==> src/rtl/im_port_arbiter.sv <==
// im_port_arbiter: shares the single-port instruction memory between the boot loader and the fetch stage
//   clk, rst                             clock and synchronous active-high reset
//   ld_req_i/ld_addr_i/ld_data_i         loader write request, held until ld_gnt_o
//   ld_done_i                            one-cycle pulse ending the program load (BOOT only)
//   ld_gnt_o                             write accepted this cycle, commits at this posedge
//   if_req_i/if_addr_i                   fetch read request, held until if_gnt_o
//   if_gnt_o                             read accepted this cycle
//   if_rvalid_o/if_rdata_o               registered read data, one cycle after if_gnt_o
//   core_hold_o                          high while in BOOT
//   im_enable_o/im_write_o/im_address_o/im_in_o  IM control, address and write data
//   im_out_i                             IM combinational read data
module im_port_arbiter #(
    parameter int ADDR_W       = 16,
    parameter int DATA_W       = 32,
    parameter int STARVE_LIMIT = 4
) (
    input  logic              clk,
    input  logic              rst,
    input  logic              ld_req_i,
    input  logic [ADDR_W-1:0] ld_addr_i,
    input  logic [DATA_W-1:0] ld_data_i,
    input  logic              ld_done_i,
    output logic              ld_gnt_o,
    input  logic              if_req_i,
    input  logic [ADDR_W-1:0] if_addr_i,
    output logic              if_gnt_o,
    output logic              if_rvalid_o,
    output logic [DATA_W-1:0] if_rdata_o,
    output logic              core_hold_o,
    output logic              im_enable_o,
    output logic              im_write_o,
    output logic [ADDR_W-1:0] im_address_o,
    output logic [DATA_W-1:0] im_in_o,
    input  logic [DATA_W-1:0] im_out_i
);
    localparam int CW = $clog2(STARVE_LIMIT + 1);
    localparam logic [CW-1:0] LIMIT = CW'(STARVE_LIMIT);

    typedef enum logic {BOOT, RUN} state_t;

    state_t            state_q, state_d;
    logic [CW-1:0]     starve_q, starve_d;
    logic              core_hold_q, if_rvalid_q;
    logic [DATA_W-1:0] if_rdata_q;

    always_comb begin
        // In RUN the loader only wins against a live fetch once it has been starved long enough
        ld_gnt_o     = !rst && ld_req_i && (state_q == BOOT || !if_req_i || starve_q == LIMIT);
        if_gnt_o     = !rst && state_q == RUN && if_req_i && !ld_gnt_o;
        im_enable_o  = ld_gnt_o || if_gnt_o;
        im_write_o   = ld_gnt_o;
        im_address_o = ld_gnt_o ? ld_addr_i : if_gnt_o ? if_addr_i : '0;
        im_in_o      = ld_gnt_o ? ld_data_i : '0;
        state_d      = (state_q == BOOT && ld_done_i) ? RUN : state_q;
        starve_d     = (state_q == RUN && ld_req_i && !ld_gnt_o)
                       ? ((starve_q == LIMIT) ? starve_q : starve_q + CW'(1)) : '0;
    end

    always_ff @(posedge clk) begin
        if (rst) begin
            state_q     <= BOOT;
            core_hold_q <= 1'b1;
            if_rvalid_q <= 1'b0;
            if_rdata_q  <= '0;
            starve_q    <= '0;
        end else begin
            state_q     <= state_d;
            core_hold_q <= (state_d == BOOT);
            if_rvalid_q <= if_gnt_o;
            if (if_gnt_o) if_rdata_q <= im_out_i;
            starve_q    <= starve_d;
        end
    end

    assign core_hold_o = core_hold_q;
    assign if_rvalid_o = if_rvalid_q;
    assign if_rdata_o  = if_rdata_q;
endmodule

==> config.mk <==
export PLATFORM = sky130hd
export DESIGN_NAME = im_port_arbiter
export DESIGN_NICKNAME = d
export VERILOG_FILES = /design/src/rtl/im_port_arbiter.sv
export SDC_FILE = /design/constraint.sdc
export NUM_CORES = 1
export LEC_CHECK = 0
export ABC_CLOCK_PERIOD_IN_PS = 2270
export CAP_MARGIN = 15
export CORE_MARGIN = 2
export CORE_UTILIZATION = 30
export DETAILED_ROUTE_END_ITERATION = 10
export HOLD_SLACK_MARGIN = 0.03
export PLACE_DENSITY = 0.8
export SYNTH_ARGS = -nofsm -noshare
export SYNTH_HDL_FRONTEND = slang
export SYNTH_SLANG_ARGS = --single-unit
export TNS_END_PERCENT = 100
==> constraint.sdc <==
create_clock -name clk -period 2.27 [get_ports clk]
set_input_delay 0.454 -clock clk [delete_from_list [all_inputs] [get_ports clk]]
set_output_delay 0.454 -clock clk [all_outputs]
set_load 0.1 [all_outputs]
==> summary.md, run 1 <==
| Metric | Value |
|---|---|
| Kind of critical path | input port to output pin |
| Worst skew pair latency | 0.28 ns |
| Overall die height | 85.28 um |
| Share of layout cells above drive strength 1 | 53.28% |
| Largest net degree at the start of global routing | 34 |
| IO buf count | 186 |
| Finish-stage setup viols | 0 |
| Root Buffer | clkbuf_8 |
| Worst Path Required | 1.82 ns |
| Total CTS buffers | 5 |
| Most frequent cells in the layout | clkdlybuf4s50_1 (97), buf_12 (55), buf_4 (40) |
| Final instance area | 4870 um2 |
| Setup TNS | 0 ns |
| Crit-path cells | dlygate4sd2_1 > a311o_2 > inv_4 > buf_6 > a22o_4 > buf_12 |
| Min cycle time layout | 2.208 ns |
| Top_reg_cell synth | dfxtp_1 |
| Post-route DRC violation count | 0 |
| Nets | 483 |
| Clk buf depth | 2 |
| Multi-input gate area | 1346 um2 |
| Die X-Extent | 85.28 um |
| Max Clk Rate | 0.4530 GHz |
| RSZ-0062 raised after global routing | false |
| GR Util All Layers | 20.96% |
| # diodes | 0 |
| Vias in the first global route | 2259 |
| Setup crit start kind | input port |
| DRT Wirelength | 7983 um |
| DRT iter0 DRCs | 46 |
| Register clock-pin slew on the reported worst setup and hold paths | 0.08 ns |
| Initial antenna violation count | 0 |
| Worst path bufs/invs | 4 |
| Die area | 7273 um2 |
| Pwr dens | 527.7 nW/um2 |
| IR drop worst, VDD | 477.2 uV |
| Synth Cell Area | 1982 um2 |
| Worst EP arrival | 1.75 ns |
| Slew Limit Fails | 0 |
| Max Cap Viol | 0 |
| Syn_area_per_cell | 10.66 um2 |
| Hold Vio Cnt, Final | 0 |
| Drt via density | 4.607 |
| Slew HR | 60.82% |
| Placed cell areas | 4476 um2 |
| Main area contributors after synthesis | dfxtp_1 (38%), mux2_4 (22%), and2_1 (10%), nor2b_1 (10%), a22o_1 (7.1%) |
| Final HPWL DP | 5745 um |
| Fin Clk Skew | 0.005748 ns |
| GP Congestion | 0.7799 |
| Grt total ovfl | 0 |
| Filler cell count | 416 |
| # IOs | 187 |
| Initial Utilization | 31.03% |
| Fraction of registers with async set/reset | 0% |
| Leakage | 2.205 nW |
| Critical path's slowest cell | a311o_2 |
| First-pass iteration count of the detailed router | 4 |
| Area leader, netlist | dfxtp_1 |
| Htree depth | 2 |
| Setup crit end kind | output pin |
| Yosys reg bits | 38 |
| Hold_buf cts | 0 |
| First-pass GRT wire length | 12010 um |
| Crit-path max cell delay | 0.44 ns |
| Total core area | 6386 um2 |
| Post-Syn Nets | 289 |
| YS warnings | 0 |
| EDFF count, synth | 0 |
| Unique masters post-synth | 23 |
| Tightest Pin Transition | 0.5878 ns |
| Via count | 2110 |
| CTS Sinks | 38 |
| Worst min path class | register to register |
| Register Area | 764.5 um2 |
| Final period util | 97.26% |
| Seq/Total Area, Yosys | 38.38% |
| P&R area growth vs syn | 145.7% |
| FP Rows | 29 |
| Status | completed |
| Family with the most delay on the worst path | buffers and inverters |
| CTS tree | yes |
| Synth top area share | 38.38% |
| Avg WL per Cell | 17.43 um |
| Post-Synthesis Cells | 186 |
| Worst Path Max Fanout | 8 |
| Commonest non-fill, non-tap cell in the layout | clkdlybuf4s50_1 |
| Routed Antenna Nets | 0 |
per-layer routing:
metal | share of wire (%) | GRT usage (%) | wire length (um)
met1 | 35 | 21.76 | 2781
met2 | 56 | 40.48 | 4462
met3 | 7.8 | 6.809 | 620
met4 | 1.5 | 4.618 | 118
met5 | 0 | 0 | 0
cell families after synthesis:
group                      count (synthesis)  synth area share, %
and+or+nand+nor                           74                22.60
DFF                                       38                38.38
muxes                                     32                23.67
buffers and inverters                     20                5.492
AOI/OAI and AO/OA                         19                8.144
adders and majority gates                  2                1.262
xor gates and xnor gates                   1               0.4420
flip-flops by register name, indices dropped and copies added (netlist names):
name and count:
if_rdata_o 32, starve_q 3, core_hold_o 1, if_rvalid_o 1
state_q 1
final timing paths:
path / end / start / slack [ns] / cells past startpoint
worst max-delay path: im_address_o[7] / ld_req_i / 0.06 / 6
worst min-delay path: starve_q[0]$_SDFFE_PP0N_ / starve_q[0]$_SDFFE_PP0N_ / 0.50 / 2
worst max register to register: if_rdata_o[3]$_SDFFE_PP0N_ / starve_q[1]$_SDFFE_PP0N_ / 0.52 / 5
worst min register to register: starve_q[0]$_SDFFE_PP0N_ / starve_q[0]$_SDFFE_PP0N_ / 0.50 / 2
per-stage QoR:
| step | hold slack [ns] | instances | setup WS, ns | total power (W) | util (%) |
|---|---|---|---|---|---|
| global placement | 0.4291 | 443 | -0.09758 | 0.001827 | 70.08 |
| floorplan | 0.4173 | 186 | -0.1183 | 0.001389 | - |
| global route | 0.5249 | 458 | 0.005603 | 0.002651 | 76.25 |
| detailed placement | 0.4371 | 443 | -0.1449 | 0.001839 | 70.08 |
| finish | 0.5044 | 458 | 0.06225 | 0.002570 | 76.25 |
| CTS | 0.5074 | 461 | -0.06068 | 0.002590 | 76.98 |
cell usage after synthesis, types with 2 or more instances:
cell      instances
clkbuf_1          6
mux2_4           29
nand2_1           2
and2_1           32
buf_2             2
a22o_1           16
mux2_2            3
buf_6             3
ha_1              2
nor2b_1          32
nor2_1            5
dfxtp_1          38
buf_4             2
inv_1             5
where the power goes:
part           switching (W)  leakage (nW)  internal, W
Combinational       0.000686          1.83     0.000479
Sequential         0.0000154         0.311     0.000697
Clock               0.000251        0.0683     0.000441
layout make-up:
type,instances,share of cell area [%]
tap,77,1.978
multi-input combinational,128,27.65
clock inverter,3,1.413
sequential,38,15.70
inverter,6,0.5139
clock buffer,5,1.413
timing repair buffer,201,51.34
timing repair:
action / in CTS / in global routing
hold endpoints to repair: 0 / 0
gates cloned: 3 / 1
setup buffers: 8 / 0
endpoints found under the setup margin: 49 / 45
pin swaps: 6 / 5
gates resized for setup: 40 / 5
tightest hold or removal path, stage by stage, from the launching register on:
cell	delay, ns
dfxtp_2	0.34
buf_4	0.10
nor2_1	0.03
Power figures use the tool's default switching activity.
==> inputs of run 2 (changes only) <==
- GPL_ROUTABILITY_DRIVEN: not set -> 0
- SLEW_MARGIN: not set -> 20
==> results of run 2 <==
No change in the layout: final DEF, timing and power equal those of run 1.
